### src/rtl/attack_controller.sv
// Attack-phase sequencer for the 5x7 naval game: latches the ship layout, resolves
// shots as hit/miss/rejected, tracks shots and hits, and drives the column bitmaps.
module attack_controller #(
  parameter int MAX_SHOTS   = 10,
  parameter int RESULT_HOLD = 381,
  parameter int BLINK_DIV   = 95
) (
  input  logic       clk,
  input  logic       reset,
  input  logic       enable,
  input  logic       attack,
  input  logic [2:0] columns_attack,
  input  logic [2:0] rows_attack,
  input  logic [6:0] map_col1,
  input  logic [6:0] map_col2,
  input  logic [6:0] map_col3,
  input  logic [6:0] map_col4,
  input  logic [6:0] map_col5,
  output logic [6:0] col1_out,
  output logic [6:0] col2_out,
  output logic [6:0] col3_out,
  output logic [6:0] col4_out,
  output logic [6:0] col5_out,
  output logic [3:0] shots_left,
  output logic [5:0] hit_count,
  output logic [1:0] result,
  output logic       game_over,
  output logic       win
);

  // state  | meaning
  // IDLE   | attack mode off, display dark
  // ARMED  | waiting for an attack edge
  // CHECK  | resolve latched coordinate (one cycle)
  // RESULT | show result, blink targeted cell, then re-arm or end game
  // WIN    | every ship cell hit, full layout shown
  // LOSE   | out of shots, unhit ship cells blink
  typedef enum logic [2:0] {IDLE, ARMED, CHECK, RESULT, WIN, LOSE} state_t;

  localparam int HW = $clog2(RESULT_HOLD + 1);
  localparam int BW = $clog2(BLINK_DIV + 1);

  state_t          state;
  logic            attack_q;
  logic            fire;
  logic [4:0][6:0] map_in, ship_map, shot_map, hit_map, cell_mask, disp;
  logic [5:0]      target, map_pop;
  logic [2:0]      tcol, trow;
  logic [HW-1:0]   hold_cnt;
  logic [BW-1:0]   blink_cnt;
  logic            blink_on;
  logic            coord_ok, already_shot, is_ship;

  assign map_in = {map_col5, map_col4, map_col3, map_col2, map_col1};
  assign fire   = attack & ~attack_q;

  always_comb begin
    map_pop = '0;
    for (int i = 0; i < 35; i++) map_pop = map_pop + 6'(map_in[i / 7][i % 7]);
  end

  // One-hot mask of the latched target; all-zero for an invalid coordinate so it never blinks
  assign coord_ok = (tcol != 3'd0) && (tcol <= 3'd5) && (trow != 3'd0);
  always_comb begin
    cell_mask = '0;
    if (coord_ok) cell_mask[tcol - 3'd1][trow - 3'd1] = 1'b1;
  end
  assign already_shot = |(shot_map & cell_mask);
  assign is_ship      = |(ship_map & cell_mask);

  always_comb begin
    disp = '0;
    case (state)
      ARMED, CHECK: disp = hit_map;
      RESULT:       disp = (hit_map & ~cell_mask) | (blink_on ? cell_mask : '0);
      WIN:          disp = ship_map;
      LOSE:         disp = hit_map | (blink_on ? (ship_map & ~hit_map) : '0);
      default:      disp = '0;
    endcase
  end

  assign col1_out = disp[0];
  assign col2_out = disp[1];
  assign col3_out = disp[2];
  assign col4_out = disp[3];
  assign col5_out = disp[4];

  always_ff @(posedge clk or negedge reset) begin
    if (!reset) begin
      state      <= IDLE;
      attack_q   <= 1'b0;
      ship_map   <= '0;
      shot_map   <= '0;
      hit_map    <= '0;
      target     <= '0;
      tcol       <= '0;
      trow       <= '0;
      hold_cnt   <= '0;
      blink_cnt  <= '0;
      blink_on   <= 1'b0;
      shots_left <= 4'(MAX_SHOTS);
      hit_count  <= '0;
      result     <= 2'b00;
      game_over  <= 1'b0;
      win        <= 1'b0;
    end else begin
      attack_q <= attack;
      if (state != IDLE && !enable) begin
        state      <= IDLE;
        result     <= 2'b00;
        game_over  <= 1'b0;
        win        <= 1'b0;
        shots_left <= 4'(MAX_SHOTS);
        hit_count  <= '0;
      end else begin
        case (state)
          IDLE: if (enable) begin
            ship_map   <= map_in;
            shot_map   <= '0;
            hit_map    <= '0;
            target     <= map_pop;
            shots_left <= 4'(MAX_SHOTS);
            hit_count  <= '0;
            result     <= 2'b00;
            if (map_pop == 6'd0) begin
              state     <= WIN;
              game_over <= 1'b1;
              win       <= 1'b1;
            end else begin
              state <= ARMED;
            end
          end
          ARMED: if (fire) begin
            tcol  <= columns_attack;
            trow  <= rows_attack;
            state <= CHECK;
          end
          CHECK: begin
            if (!coord_ok || already_shot) begin
              result <= 2'b11;
            end else begin
              shot_map   <= shot_map | cell_mask;
              shots_left <= shots_left - 4'd1;
              if (is_ship) begin
                hit_map   <= hit_map | cell_mask;
                hit_count <= hit_count + 6'd1;
                result    <= 2'b01;
              end else begin
                result <= 2'b10;
              end
            end
            hold_cnt  <= HW'(RESULT_HOLD - 1);
            blink_cnt <= BW'(BLINK_DIV - 1);
            blink_on  <= 1'b1;
            state     <= RESULT;
          end
          RESULT: begin
            if (blink_cnt == '0) begin
              blink_cnt <= BW'(BLINK_DIV - 1);
              blink_on  <= ~blink_on;
            end else begin
              blink_cnt <= blink_cnt - BW'(1);
            end
            if (hold_cnt == '0) begin
              if (hit_count == target) begin
                state     <= WIN;
                game_over <= 1'b1;
                win       <= 1'b1;
              end else if (shots_left == 4'd0) begin
                state     <= LOSE;
                game_over <= 1'b1;
                blink_cnt <= BW'(BLINK_DIV - 1);
                blink_on  <= 1'b1;
              end else begin
                state  <= ARMED;
                result <= 2'b00;
              end
            end else begin
              hold_cnt <= hold_cnt - HW'(1);
            end
          end
          WIN: ;
          LOSE: begin
            if (blink_cnt == '0) begin
              blink_cnt <= BW'(BLINK_DIV - 1);
              blink_on  <= ~blink_on;
            end else begin
              blink_cnt <= blink_cnt - BW'(1);
            end
          end
          default: state <= IDLE;
        endcase
      end
    end
  end

endmodule

### config.mk
export PLATFORM = sky130hd
export DESIGN_NAME = attack_controller
export DESIGN_NICKNAME = d
export VERILOG_FILES = /design/src/rtl/attack_controller.sv
export SDC_FILE = /design/constraint.sdc
export NUM_CORES = 1
export LEC_CHECK = 0
export ABC_AREA = 1
export CAP_MARGIN = 20
export CORE_UTILIZATION = 60
export DETAILED_ROUTE_END_ITERATION = 6
export GPL_TIMING_DRIVEN = 0
export PLACE_DENSITY_LB_ADDON = 0.25
export SLEW_MARGIN = 20
export SYNTH_ARGS = -nofsm -noshare
export SYNTH_HDL_FRONTEND = slang
export SYNTH_SLANG_ARGS = --single-unit
### constraint.sdc
create_clock -name clk -period 5.1 [get_ports clk]
set_clock_uncertainty 0.15 [all_clocks]
set_input_delay 1.275 -clock clk [delete_from_list [all_inputs] [get_ports clk]]
set_output_delay 1.275 -clock clk [all_outputs]
set_load 0.01 [all_outputs]
Word level (Yosys, flattened, before mapping)

Index checks and enable logic that the tools add are counted.

Register bits after elaboration: 152

Add/subtract/negate cells: 40
$lt $le $gt $ge: 5
Equal/unequal tests: 21
Mux-type cells: 62
Bitwise gates (word level): 14
Reduce and logical (&&, ||, !) cells: 38

Operator list:

| kind               | number |
|---|---|
| $mux 35            | 7 |
| $add 6x1->6        | 29 |
| $and 35x35->35     | 4 |
| $or 35x35->35      | 4 |
| $pmux 35 s2        | 2 |
| $pmux 35 s4        | 1 |
| $not 35->35        | 2 |
| $reduce_or 35->1   | 2 |
| $mux 7             | 5 |
| $ne 3x3->1 const B | 9 |
| $mux 6             | 4 |
| $demux 7 s3        | 1 |
| $mux 3             | 7 |
| $pmux 7 s3         | 1 |
| $reduce_and 5->1   | 4 |
| $pmux 9 s2         | 1 |
| $reduce_bool 3->1  | 6 |
| $pmux 3 s5         | 1 |
| $mux 1             | 14 |
| $mux 2             | 7 |
| $mux 4             | 3 |
| $pmux 6 s2         | 1 |
| $reduce_and 3->1   | 4 |
| $reduce_and 4->1   | 3 |
| 40 further kinds   | 58 |

Logic depth before layout (Yosys ltp)

Word-level depth: 39
Mapped depth: 22
Gate-level depth less buffers: 22

Least setup slack after synthesis

No wires, ideal clock.

Path kind: input to register
From: in map_col1[0]
To: reg game_over
Setup time: 0.078 ns
Arrival time: 5.794 ns
Data required time: 4.872 ns
Setup slack: -0.921 ns
Stages on the path: 17
Path buffers: 0
Path through: fa_1 inv_1 fa_1 fa_1 fa_1 fa_1 fa_1 inv_1 fa_1 a21oi_1 o21bai_1 a21o_1 nor2_1 nand3_1 a21boi_0 nand4_1 a21oi_1

Longest elaborated chain between the ends: 37

Ends and longest elaborated chain:

| item                              | RTL line | text |
|---|---|---|
| start, declared                   | 14       | `input logic [6:0] map_col1,` |
| $add 1x1->2                       | 59       | `for (int i = 0; i < 35; i++) map_pop = map_pop + 6'(map_in[i / 7][i % 7]);` |
| $add 2x1->3                       | 59       |  |
| $add 3x1->4                       | 59       |  |
| $add 4x1->5                       | 59       |  |
| $add 5x1->6                       | 59       |  |
| $add 6x1->6 (29 in a row)         | 59       |  |
| $logic_not 6->1                   | 125      | `if (map_pop == 6'd0) begin` |
| $ne 3x3->1 (no source line)       | -        |  |
| $reduce_and 5->1 (no source line) | -        |  |
| end signal, assigned              | 111      | `game_over <= 1'b0;` |
| end signal, assigned              | 127      | `game_over <= 1'b1;` |
| end signal, assigned              | 167      | `game_over <= 1'b1;` |
| end, declared                     | 27       | `output logic game_over,` |

No other way between the ends.
A chain may end at the register's enable or synchronous reset.

Worst setup path after layout

From: in map_col4[4]
To: reg game_over

Longest elaborated chain between the ends: 13

Ends and longest elaborated chain:

| item                              | RTL line | text |
|---|---|---|
| start, declared                   | 17       | `input logic [6:0] map_col4,` |
| $add 6x1->6 (10 in a row)         | 59       |  |
| $logic_not 6->1                   | 125      |  |
| $ne 3x3->1 (no source line)       | -        |  |
| $reduce_and 5->1 (no source line) | -        |  |

No other way between the ends.

==> key figures <==
Run status
  • Status: complete, but fails checks
  • Failing checks: design-rule violations, negative setup slack

Logic synthesis
  • Cell variety after synth: 45
  • #FFs+latches synth: 152
  • Syn nets: 1431
  • Ys flop type: dfrtp_1
  • Share of the synthesized area in the top cell type: 38.4%
  • EDFF count, synth: 0
  • Mapped cell area: 9770 sq um
  • Synth Warn #: 0
  • Top post-synthesis cells by area: dfrtp_1, nand2_1, o21ai_0
  • Post-synth ARST share: 100%
  • Post-Synthesis Cells: 1343
  • Post-synth top area cell: dfrtp_1
  • Avg Inst Size Synth: 7.27 sq um
  • Sequential-to-total area share from yosys stat: 39.0%

Floorplan
  • Initial Utilization: 61.5%
  • Die Area: 16800 sq um
  • Die width: 130 microns
  • Core area: 15900 sq um
  • Row count: 46
  • # IOs: 94
  • Die H: 130 microns

Clocking
  • Clock Pin Slew Worst Setup and Hold Paths: 0.07 ns
  • CTS tree: done
  • TritonCTS Buffers: 17
  • Clock Sink Count: 152
  • Root Buffer: clkbuf_16
  • CTS H-tree lvls: 4
  • Clock latency on the worst-skew pair: 0.43 ns
  • Clk buf depth: 2

Power
  • Internal: 3.79 mW
  • Switching share of power: 47.9%
  • Clock network power share: 19.2%
  • Worst vdd ir: 0.893 mV
  • Leak Pwr: 5.34 nW
  • Sequential share of power: 23.3%
  • Combinational power share: 57.5%
  • NetSw: 3.48 mW
  • P per Cell Area: 617 nW/um^2

Timing
  • Min Tclk post-route: 5.93 ns
  • Final period util: 116%
  • Setup WS post-layout: -0.830 ns
  • Fmax: 169 MHz
  • Min Hold Slack: 0.329 ns
  • RSZ-0062 raised after global routing: yes
  • Max-slew headroom: 15.6%
  • Worst Tran Pin Value: 1.26 ns
  • Final setup fails: 9
  • Setup TNS: -4.45 ns
  • Fin. Hold Viols: 0
  • Fin. max-slew vios: 0

Critical path
  • Worst Reg2Reg Path Length in Cells: 20
  • Worst Setup End Kind: register
  • Crit path kind: in -> reg
  • CP arrival: 6.14 ns
  • CP Launch Type: primary input
  • Req. time, crit path: 5.31 ns
  • Crit path max fanout: 2

Route
  • Drt via density: 6.11
  • Routed via count: 10332
  • Initial DRC Count: 1424
  • WL final: 34000 microns
  • 1st-pass router iterations: 7
  • Post-route ant nets: 0
  • Post-DR wirelength/cell: 20.1 microns
  • DRC: 1

Placed design
  • PortBufs: 93
  • Post-detail-place hpwl: 25100 microns
  • Routability congestion estimate from global placement: 0.987
  • Placed insts: 1654
  • Placed Area: 11000 sq um

Worst hold path
  • Worst min-delay path class: reg -> reg
  • Hold Path Stages: 2

Finish
  • Commonest non-fill, non-tap cell in the layout: nand2_1
  • Ant diodes: 0
  • Finished Layout Cells: 1691
  • P&R area growth vs syn: 20.7%
  • Fraction of layout instances using a drive strength above 1: 8.88%
  • Fill cell count: 1264
  • Core Util, Final: 74.2%
  • Final nets: 1550
  • Commonest non-fill, non-tap cells in the layout: nand2_1, o21ai_0, nor2_1, inv_1, dfrtp_1
  • Post-Layout Inst Area: 11800 sq um

Global routing
  • Antenna violations before repair: 0
  • Vias in the first global route: 9752
  • Total GRT Usage: 41.5%
  • First-pass GRT wire length: 51800 microns
  • Gr ovfl total: 0
  • Largest net degree at the start of global routing: 58

Flow run
  • Maxcap violations: 0
## state kept, by name (all words and copies together), names as in the netlist
| signal | cells |
|---|---|
| attack_q | 1 |
| win | 1 |
| shots_left | 4 |
| blink_on | 1 |
| hold_cnt | 9 |
| hit_count | 6 |
| blink_cnt | 7 |
| state | 3 |
| result | 2 |
| ship_map | 35 |
| shot_map | 35 |
| game_over | 1 |
| target | 6 |
| tcol | 3 |
| hit_map | 35 |
| trow | 3 |
## worst max-delay path, cell delays in order
cell and delay, ns:
buf_6 0.10, fa_1 0.54, inv_2 0.04, fa_1 0.52, fa_2 0.47, fa_2 0.57, fa_1 0.43, fa_1 0.49
inv_1 0.05, fa_2 0.35, a21oi_2 0.19, buf_4 0.15, xor2_2 0.08, nor3_2 0.19, nand3_2 0.18, a21boi_2 0.18
nand4_1 0.16, a21oi_1 0.16
## logic make-up after synthesis
group	Yosys count	share of synthesized area, %
multiplexers	1	0.115
adder cells (fa/ha/maj)	43	7.51
buffers and inverters	217	9.06
AO/OA/AOI/OAI	259	15.1
XOR/XNOR	7	0.628
flip-flops	152	39.0
AND/OR/NAND/NOR	664	28.7
## per-layer routing
metal  routed length, microns  GRT usage, %
met4                     1830          22.2
met3                     3740          11.4
met2                    15400          64.8
met1                    13000          52.4
met5                        0             0
## layout make-up
type / count / area, sq um / share of cell area, %
well taps: 216 / 270 / 2.29
clock buffers: 19 / 443 / 3.76
plain buffers: 57 / 284 / 2.41
flip-flops and latches: 152 / 3810 / 32.3
repair buffers: 100 / 995 / 8.44
inverters: 160 / 601 / 5.09
multi-input cells: 974 / 5200 / 44.1
clock inverters: 13 / 194 / 1.65
## final timing paths
path	start	end	slack, ns
worst max-delay path	map_col4[4]	game_over$_DFFE_PN0P_	-0.83
worst min-delay path	hit_map[7]$_DFFE_PN0P_	hit_map[7]$_DFFE_PN0P_	0.33
worst max register to register	trow[0]$_DFFE_PN0P_	hit_map[11]$_DFFE_PN0P_	1.31
worst min register to register	hit_map[7]$_DFFE_PN0P_	hit_map[7]$_DFFE_PN0P_	0.33
max in group asynchronous	reset	ship_map[3]$_DFFE_PN0P_	3.31
min in group asynchronous	reset	shot_map[27]$_DFFE_PN0P_	0.57
## synthesized netlist by cell type (4+ instances only)
cell type  instances
nor2_1           169
a21oi_1           26
fa_1              26
nor2_2             6
dfrtp_1          150
buf_2             11
inv_2              5
o221ai_1          28
xor2_1             4
o211ai_1           8
inv_1            153
ha_1              17
buf_4              9
nor3_1            17
o21ai_0          175
nand2_1          320
clkbuf_1          32
nand4_1           24
o21ai_1            5
nand3_1          113
## power groups by stage
stage	logic, mW	clock network (mW)	registers, mW
3_5_place_dp	3.56	0	1.71
4_1_cts	3.91	1.38	1.69
6_report	4.18	1.39	1.70
3_3_place_gp	3.46	0	1.70
5_1_grt	4.44	1.44	1.72
2_1_floorplan	2.31	0	1.67
## what timing repair did
| action | CTS | global route |
|---|---|---|
| setup buffers | 7 | 1 |
| resized for setup | 79 | 24 |
| endpoints found under the setup margin | 10 | 18 |
| hold buffers | 0 | 0 |
| pin swaps | 25 | 18 |
## per-stage QoR
stage                     setup WS [ns]  total power, mW
after global placement            -3.67             5.16
final                            -0.830             7.27
after CTS                        -0.754             6.98
after floorplan                  -0.786             3.98
after global routing              -1.00             7.60
after detailed placement          -1.67             5.27
No activity file was read; power rests on OpenSTA's default activity.
